## src/rtl/iob_2p_asym_fifo.sv

```systemverilog
// rtl/iob_2p_asym_fifo.sv - dual-width synchronous FIFO over a two-port asymmetric RAM
//
// Purpose:
//   Single-clock FIFO whose write and read widths may differ by a power-of-two
//   ratio in either direction. Storage is DEPTH words of MIN_W bits. Both
//   pointers count in MIN_W units. A write stores W_RATIO slices and a read
//   fetches R_RATIO slices, in little-endian order.
//
// Optional build macro:
//   IOB_ASYM_FIFO_ERR_EN - adds err_clr, w_ovf and r_unf (sticky over/underflow).
//
// Ports:
//   clk      in   1            clock, all state on rising edge
//   rst_n    in   1            asynchronous active-low reset
//   w_en     in   1            write request
//   w_data   in   W_DATA_W     write data
//   w_full   out  1            cannot accept a W_DATA_W word
//   r_en     in   1            read request
//   r_data   out  R_DATA_W     read data, registered (valid the cycle after the read)
//   r_empty  out  1            fewer than R_RATIO min words stored
//   level    out  ADDR_W+1     occupancy in MIN_W words
//   err_clr  in   1            synchronous clear of sticky flags   (ERR_EN only)
//   w_ovf    out  1            sticky write-while-full flag        (ERR_EN only)
//   r_unf    out  1            sticky read-while-empty flag        (ERR_EN only)

module iob_2p_asym_fifo #(
   parameter int W_DATA_W = 32,
   parameter int R_DATA_W = 8,
   parameter int ADDR_W   = 4
) (
   input  logic                clk,
   input  logic                rst_n,
   input  logic                w_en,
   input  logic [W_DATA_W-1:0] w_data,
   output logic                w_full,
   input  logic                r_en,
   output logic [R_DATA_W-1:0] r_data,
   output logic                r_empty,
   output logic [ADDR_W:0]     level
`ifdef IOB_ASYM_FIFO_ERR_EN
   ,
   input  logic                err_clr,
   output logic                w_ovf,
   output logic                r_unf
`endif
);

   localparam int MIN_W   = (W_DATA_W < R_DATA_W) ? W_DATA_W : R_DATA_W;
   localparam int W_RATIO = W_DATA_W / MIN_W;
   localparam int R_RATIO = R_DATA_W / MIN_W;
   localparam int DEPTH   = 2 ** ADDR_W;
   localparam int LVL_W   = ADDR_W + 1;

   localparam logic [LVL_W-1:0]  W_STEP     = LVL_W'(W_RATIO);
   localparam logic [LVL_W-1:0]  R_STEP     = LVL_W'(R_RATIO);
   localparam logic [LVL_W-1:0]  FULL_THR   = LVL_W'(DEPTH - W_RATIO);
   // A ratio equal to DEPTH truncates to 0, which is the correct modulo step.
   localparam logic [ADDR_W-1:0] W_PTR_STEP = ADDR_W'(W_RATIO);
   localparam logic [ADDR_W-1:0] R_PTR_STEP = ADDR_W'(R_RATIO);

   logic [MIN_W-1:0]  mem [DEPTH];
   logic [ADDR_W-1:0] w_ptr;
   logic [ADDR_W-1:0] r_ptr;
   logic [LVL_W-1:0]  level_q;
   logic [LVL_W-1:0]  level_nxt;
   logic              wr_acc;
   logic              rd_acc;

   // Flags come straight from the registered level, so data written in one
   // cycle is never visible to a read in that same cycle.
   assign w_full  = (level_q > FULL_THR);
   assign r_empty = (level_q < R_STEP);
   assign level   = level_q;

   // rst_n is folded in so requests held during reset leave the RAM untouched.
   assign wr_acc = rst_n && w_en && !w_full;
   assign rd_acc = rst_n && r_en && !r_empty;

   always_comb begin
      level_nxt = level_q;
      if (wr_acc) begin
         level_nxt = level_nxt + W_STEP;
      end
      if (rd_acc) begin
         level_nxt = level_nxt - R_STEP;
      end
   end

   // Write port: slice i of w_data goes to address w_ptr+i. DEPTH is a multiple
   // of W_RATIO and w_ptr only moves in W_RATIO steps, so a word never straddles
   // the wrap point.
   always_ff @(posedge clk) begin
      if (wr_acc) begin
         for (int i = 0; i < W_RATIO; i++) begin
            mem[w_ptr + ADDR_W'(i)] <= w_data[i*MIN_W +: MIN_W];
         end
      end
   end

   // Read port: registered read; the oldest slice lands in the LSBs.
   always_ff @(posedge clk or negedge rst_n) begin
      if (!rst_n) begin
         r_data <= '0;
      end else if (rd_acc) begin
         for (int i = 0; i < R_RATIO; i++) begin
            r_data[i*MIN_W +: MIN_W] <= mem[r_ptr + ADDR_W'(i)];
         end
      end
   end

   always_ff @(posedge clk or negedge rst_n) begin
      if (!rst_n) begin
         w_ptr   <= '0;
         r_ptr   <= '0;
         level_q <= '0;
      end else begin
         if (wr_acc) begin
            w_ptr <= w_ptr + W_PTR_STEP;
         end
         if (rd_acc) begin
            r_ptr <= r_ptr + R_PTR_STEP;
         end
         level_q <= level_nxt;
      end
   end

`ifdef IOB_ASYM_FIFO_ERR_EN
   // Sticky error flags; a new event in the same cycle as err_clr keeps the flag set.
   always_ff @(posedge clk or negedge rst_n) begin
      if (!rst_n) begin
         w_ovf <= 1'b0;
         r_unf <= 1'b0;
      end else begin
         if (w_en && w_full) begin
            w_ovf <= 1'b1;
         end else if (err_clr) begin
            w_ovf <= 1'b0;
         end
         if (r_en && r_empty) begin
            r_unf <= 1'b1;
         end else if (err_clr) begin
            r_unf <= 1'b0;
         end
      end
   end
`endif

endmodule
```

## config.mk

```make
export PLATFORM = sky130hd
export DESIGN_NAME = iob_2p_asym_fifo
export DESIGN_NICKNAME = d
export VERILOG_FILES = /design/src/rtl/iob_2p_asym_fifo.sv
export SDC_FILE = /design/constraint.sdc
export NUM_CORES = 1
export LEC_CHECK = 0
export CAP_MARGIN = 20
export CORE_AREA = 2 2 156 158
export CTS_CLUSTER_SIZE = 24
export DETAILED_ROUTE_END_ITERATION = 8
export DIE_AREA = 0 0 158 160
export GPL_ROUTABILITY_DRIVEN = 0
export PLACE_DENSITY = 0.42
export SYNTH_ARGS = -nofsm -noshare
export SYNTH_HDL_FRONTEND = slang
export SYNTH_SLANG_ARGS = --single-unit
```

## constraint.sdc

```tcl
create_clock -name clk -period 4.2 [get_ports clk]
set_clock_uncertainty 0.1 [all_clocks]
set_input_delay 0.84 -clock clk [delete_from_list [all_inputs] [get_ports clk]]
set_output_delay 0.84 -clock clk [all_outputs]
set_load 0.005 [all_outputs]
```

-- Word-level counts from Yosys, hierarchy flattened
Memories as Yosys holds them, arrays and structs flattened. A register that Yosys moved wholly into a read port is not among the register bits.
Cells that the tools add are included.
- register bits after elaboration: 13
- bits in writable memories: 128
- memories kept: 1
- add/subtract/negate cells: 7
- order comparisons: 2
- multiplexer cells: 4
- reduce and logical (&&, ||, !) cells: 7
- memory list (memory ; depth ; width ; rd ports ; clocked after memory_dff ; wr ports ; RTL line ; source):
    mem ; 16 ; 8 ; 1 ; 1 ; 4 ; 61 ; logic [MIN_W-1:0] mem [DEPTH];
- operators with widths (operator ; number):
    two-way mux 5 bit ; 2
    adder 4 x 1 -> 4 bit, second input constant ; 2
    adder 4 x 2 -> 4 bit, second input constant ; 2
    adder 5 x 3 -> 5 bit, second input constant ; 1
    > comparator 5 x 4 -> 1 bit, second input constant ; 1
    less-than comparator 5 x 1 -> 1 bit, second input constant ; 1
    subtractor 5 x 1 -> 5 bit, second input constant ; 1
    adder 4 x 3 -> 4 bit, second input constant ; 1
    logical AND 1 bit ; 4
    logical NOT 1 bit ; 3
    two-way mux 1 bit ; 2

-- Depth between registers and ports, before layout
Gate-level depths: netlist of the first run.
- depth after elaboration: 6
- depth in mapped cells: 6
- gate-level depth less buffers: 6

-- Least setup slack after synthesis of the first run
No wires, ideal clock.
- path kind: input port to flip-flop
- from: input port w_en
- to: memory mem[0][0] in the netlist's numbering, enable pin
- library setup time: 0.392 ns
- data arrival time: 2.287 ns
- data required time: 3.708 ns
- setup slack: 1.421 ns
- cell stages on the path: 3
- buffers on the path: 0
- path through: nand2_1 a311oi_2 and2_1
- RTL lines (item ; RTL line ; source):
    start, declared ; 33 ; input logic w_en,
    end, declared ; 61 ;

-- Final worst setup path of the first run
- from: register level_q[3] (netlist: level[3])
- to: output port w_full
- word-level cells in the longest chain between the ends: 1
- ends and longest elaborated chain (item ; RTL line ; source):
    start, declared ; 64 ; logic [LVL_W-1:0] level_q;
    start signal, assigned ; 123 ; level_q <= level_nxt;
    > comparator 5 x 4 -> 1 bit ; 71 ; assign w_full = (level_q > FULL_THR);
    end, declared ; 35 ; output logic w_full,
No other way between the ends.

==> results.cfg, run 1 <==
[synth]
synth_flop_cell = edfxtp_1
synth_top_family_by_area = multiplexers
synth_fa_ha_area_frac = 0.01722
synth.distinct_cells = 30
synth-compound-area-share = 0.03509
synth_edf_count = 128
synth.mux.area_fraction = 0.1513
synth_fp_nets = 326
yosysSeqAreaShare = 0.7432
ys.warnings.count = 0
synth_area_mm2 = 0.005812
synth-seq-cells = 147
yosys.area_share.simple = 0.02002
avgSynthCellArea_um2 = 20.61
synthCells = 282
synth-xor-area-share = 0.01507
async_reset_ff_frac = 0.1293

[cts]
clock_latency_ps = 420
clock-sinks = 147
cts_root_buffer = clkbuf_16
numCtsBuffers = 17
cts_hold_buf = 0
htreeDepth = 4
clk_pin_slew_worst_paths_ps = 60
cts_resized = 0
post_cts_buffers = 0
clk_path_buf_depth = 2
cts_tree = built

[critical_path]
worstSetupPathType = flop to primary output
arrival_ps = 1930
path_max_fanout = 7
worstSetupEndpointType = primary output
startpoint_type = flop
crit_required_ps = 3260

[sta]
period_minus_slack_ps = 2872
fmaxAchievable_mhz = 348.2
fin_crit_sh = 0.6838
relSlewSlack = 0.5092
rsz0062_at_grt = false
worst_slew_pin_slew_ps = 736.2
setup_viol = 0
final.setup.tns_ps = 0
timing.final.hold_violations = 0
maxSlewViolCount = 0
setup_ws_ps = 1328

[grt]
grt_overflow_total = 0
grt_max_degree = 22
antenna_found_initial = 0
grt_pass1_vias = 3059
grt_pass1_wl_um = 18140
track_usage = 0.1006

[routing]
drc = 0
top_layer = met4
wl_um = 11820
routed_via_density = 4.129
drt_iter0_markers = 144
antenna_left = 0
via_count = 2845
avgRoutedWirePerCell_um = 17.15
wl_met1_um = 5179
dr.pass1.iters = 4
dr_wl_met3_um = 443
met2WireLength_um = 6013

[power]
power_density_mw_per_mm2 = 629.9
leakage_nw = 2.412
peakVddDrop_v = 0.0002020

[job]
drv_cap = 0

[die]
start_util = 0.2440
ioPinCount = 51
dieArea_mm2 = 0.02528
die_h_um = 160
die_w_um = 158
core_mm2 = 0.02382
num_rows = 57

[placement]
port-buffer-count = 50
dp_slack_ps = 1011
hpwlAfterDp_um = 8088

[min_path]
hp-class = flop to flop

[finish]
area_delta_synth_final_pct = 26.18
num_antenna_cells = 0
fin_nets = 397
drive_above_1_share = 0.2164
fill_cells = 2348

[outcome]
status = finished, final reports clean
## cell usage in the layout (no fill, tap or decap), drive strengths merged
master / count
a211o: 1
a21oi: 10
a311oi: 1
a31o: 1
and2: 6
buf: 14
bufinv: 3
clkbuf: 18
clkdlybuf4s50: 50
clkinv: 5
clkinvlp: 2
dfrtp: 19
edfxtp: 128
ha: 8
inv: 9
mux2: 9
mux2i: 2
mux4: 32
nand2: 8
nand3: 2
nand4: 1
nor2: 3
nor3: 3
o2111ai: 1
o21ai: 1
o22ai: 16
o31ai: 1
or2: 1
xnor2: 8
xor2: 2
## final timing paths
path / from / end / slack [ps] / depth (start not counted)
max in group asynchronous: rst_n / r_ptr[1] / 3030 / 2
max reg2reg: level[3] / mem[4][0] / 1680 / 5
min reg2reg: r_data[0] / r_data[0] / 480 / 2
max: level[3] / w_full / 1330 / 4
min in group asynchronous: rst_n / level[0] / 730 / 2
min: r_data[0] / r_data[0] / 480 / 2
## cell type report
cell class,instances,area (um^2),share of cell area
Clock inverter,13,158.9,0.02167
Tap cell,324,405.4,0.05528
Timing Repair Buffer,64,605.6,0.08258
Multi-Input combinational cell,117,1391,0.1897
Clock buffer,18,429.2,0.05852
Inverter,6,22.52,0.003071
Sequential cell,147,4320,0.5891
## metrics by stage
step                      instance area (um^2)  power [W]  hold WS, ps  std cells    util
after global routing                      7333   0.004865        549.6        689  0.3079
after CTS                                 7333   0.004716        496.8        689  0.3079
final                                     7333   0.004619        483.9        689  0.3079
after detailed placement                  6745   0.003200        481.4        658  0.2832
after global placement                    6745   0.003196        481.0        658  0.2832
after floorplan                           5812   0.002721        444.4        282       -
## per-layer routing
metal | global-route usage | vias up
met2 | 0.1654 | 58
met5 | 0 | -
met1 | 0.1246 | 1464
met4 | 0.03767 | 0
met3 | 0.03039 | 17
li1 | - | 1306
## worst max-delay path, stage by stage, from the launching register on
cell,delay (ps)
dfrtp_1,490
ha_1,240
nand2_1,90
a31o_2,260
clkdlybuf4s50_1,440
## cells in the mapped netlist (all sizes together), types with 6 or more instances
cell / instances / area (um^2)
buf: 10 / 73.81
o22ai: 16 / 100.1
and2: 6 / 37.54
xnor2: 8 / 70.07
mux2: 9 / 101.4
dfrtp: 19 / 475.5
inv: 6 / 22.52
a21oi: 10 / 50.05
edfxtp: 128 / 3844
mux4: 32 / 758.2
ha: 8 / 100.1
nand2: 8 / 30.03
## where the power goes
part | switching [W] | total, W | internal [W] | leakage, nW
Sequential | 0.000184 | 0.00195 | 0.00176 | 1.37
Clock | 0.000568 | 0.00150 | 0.000931 | 0.284
Combinational | 0.000522 | 0.00117 | 0.000651 | 0.758
Total | 0.00127 | 0.00462 | 0.00334 | 2.41
## sequential cells by signal, summed over array words and instances, names as in the netlist
register,cells
w_ptr,2
r_ptr,4
mem,128
r_data,8
level,5
## logic make-up after synthesis
group | Yosys count
adders and majority gates | 8
and+or+nand+nor | 24
DFF | 147
AOI/OAI and AO/OA | 32
muxes | 43
buffers and inverters | 18
xor gates and xnor gates | 10
Note: power is estimated with default switching activity, not from simulation.
==> run 2: changes to the inputs <==
==> constraint.sdc (replaced) <==
create_clock -name clk -period 2.8 [get_ports clk]
set_clock_uncertainty 0.1 [all_clocks]
set_input_delay 0.56 -clock clk [delete_from_list [all_inputs] [get_ports clk]]
set_output_delay 0.56 -clock clk [all_outputs]
set_load 0.005 [all_outputs]
==> results.cfg, run 2 (same netlist as run 1, synthesis figures left out) <==
[outcome]
status = finished, final reports clean

[grt]
antenna_found_initial = 0
grt_pass1_wl_um = 18120
grt_pass1_vias = 3135
grt_max_degree = 33
grt_overflow_total = 0
track_usage = 0.1000

[die]
die_w_um = 158
start_util = 0.2440
dieArea_mm2 = 0.02528
core_mm2 = 0.02382
num_rows = 57
die_h_um = 160
ioPinCount = 51

[cts]
cts_hold_buf = 0
cts_tree = built
numCtsBuffers = 17
clk_pin_slew_worst_paths_ps = 60
cts_root_buffer = clkbuf_16
htreeDepth = 4
post_cts_buffers = 0
cts_resized = 0
clk_path_buf_depth = 2
clock-sinks = 147
clock_latency_ps = 420

[routing]
dr.pass1.iters = 4
via_count = 2849
drt_iter0_markers = 101
antenna_left = 0
routed_via_density = 4.129
drc = 0
wl_um = 12060
avgRoutedWirePerCell_um = 17.48

[finish]
multi_input_area_mm2 = 0.001391
largest_reg_flops = 128
fill_cells = 2352
seq_area_mm2 = 0.004320
drive_above_1_share = 0.2213
area_delta_synth_final_pct = 27.81
final_cells = 690
fin_nets = 397
num_antenna_cells = 0
final_cell_mix = edfxtp_1 (128), clkdlybuf4s50_1 (50), mux4_2 (22)
final_common_cell = edfxtp_1
final_cell_area_mm2 = 0.007428
top_register = mem

[placement]
placedCellCount = 658
port-buffer-count = 50
place_area_mm2 = 0.006820
hpwlAfterDp_um = 7837

[sta]
rsz0062_at_grt = false
setup_viol = 0
maxSlewViolCount = 0
fmaxAchievable_mhz = 382.7
period_minus_slack_ps = 2613
fin_crit_sh = 0.9332
relSlewSlack = 0.7038
timing.final.hold_violations = 0
final.setup.tns_ps = 0
worst_slew_pin_slew_ps = 443.2

[critical_path]
worstSetupEndpointType = primary output
timing.reg2reg.setup_slack_ps = 600
crit_required_ps = 2140
arrival_ps = 1950
path_max_fanout = 7
startpoint_type = flop
worstSetupPathType = flop to primary output

[min_path]
hp-class = input pin to async pin

[power]
peakVddDrop_v = 0.0003149
leakage_nw = 2.433
power_density_mw_per_mm2 = 952.2

[job]
drv_cap = 0
-- run 2: worst paths after layout --
check	from	endpoint	cells after the start
hold reg to reg	r_data[0]	r_data[0]	2
max in group asynchronous	rst_n	r_ptr[1]	2
min in group clk	r_data[0]	r_data[0]	2
setup reg to reg	level[0]	mem[13][2]	6
hold / removal	rst_n	level[0]	2
setup / recovery	level[4]	r_empty	3
-- run 2: report_power, final --
group / leakage [nW] / switching (W) / total, W / internal (W)
sequential: 1.37 / 0.000251 / 0.00290 / 0.00264
combinational: 0.777 / 0.000840 / 0.00187 / 0.00103
clock: 0.287 / 0.000896 / 0.00230 / 0.00141
total: 2.43 / 0.00199 / 0.00707 / 0.00509
-- run 2: worst max-delay path: stages (launching register included) --
cell             delay, ps
dfrtp_1                450
nor3_1                 400
and2_1                 190
clkdlybuf4s50_1        500
-- run 2: layer usage --
| layer | up-vias | share of wire | track usage |
|---|---|---|---|
| met3 | 11 | 0.037 | 0.02877 |
| met5 | - | 0 | 0 |
| met2 | 59 | 0.51 | 0.1672 |
| li1 | 1303 | - | - |
| met1 | 1476 | 0.44 | 0.1232 |
| met4 | 0 | 0.014 | 0.03563 |
-- run 2: per-stage QoR --
stage / power (W) / setup slack [ps] / util / hold WS, ps
floorplan: 0.004081 / 162.9 / - / 164.4
global placement: 0.004867 / 258.1 / 0.2863 / 475.3
detailed placement: 0.004878 / 238.5 / 0.2863 / 493.9
CTS: 0.007209 / 164.2 / 0.3119 / 453.9
global route: 0.007427 / 96.14 / 0.3119 / 472.1
finish: 0.007074 / 187.0 / 0.3119 / 461.8
-- run 2: layout make-up --
class	count	share of cell area
multi-input combinational	117	0.1873
clock buffer	17	0.05727
inverter	6	0.003032
timing repair buffer	64	0.09163
tap	324	0.05457
clock inverter	15	0.02459
sequential	147	0.5816
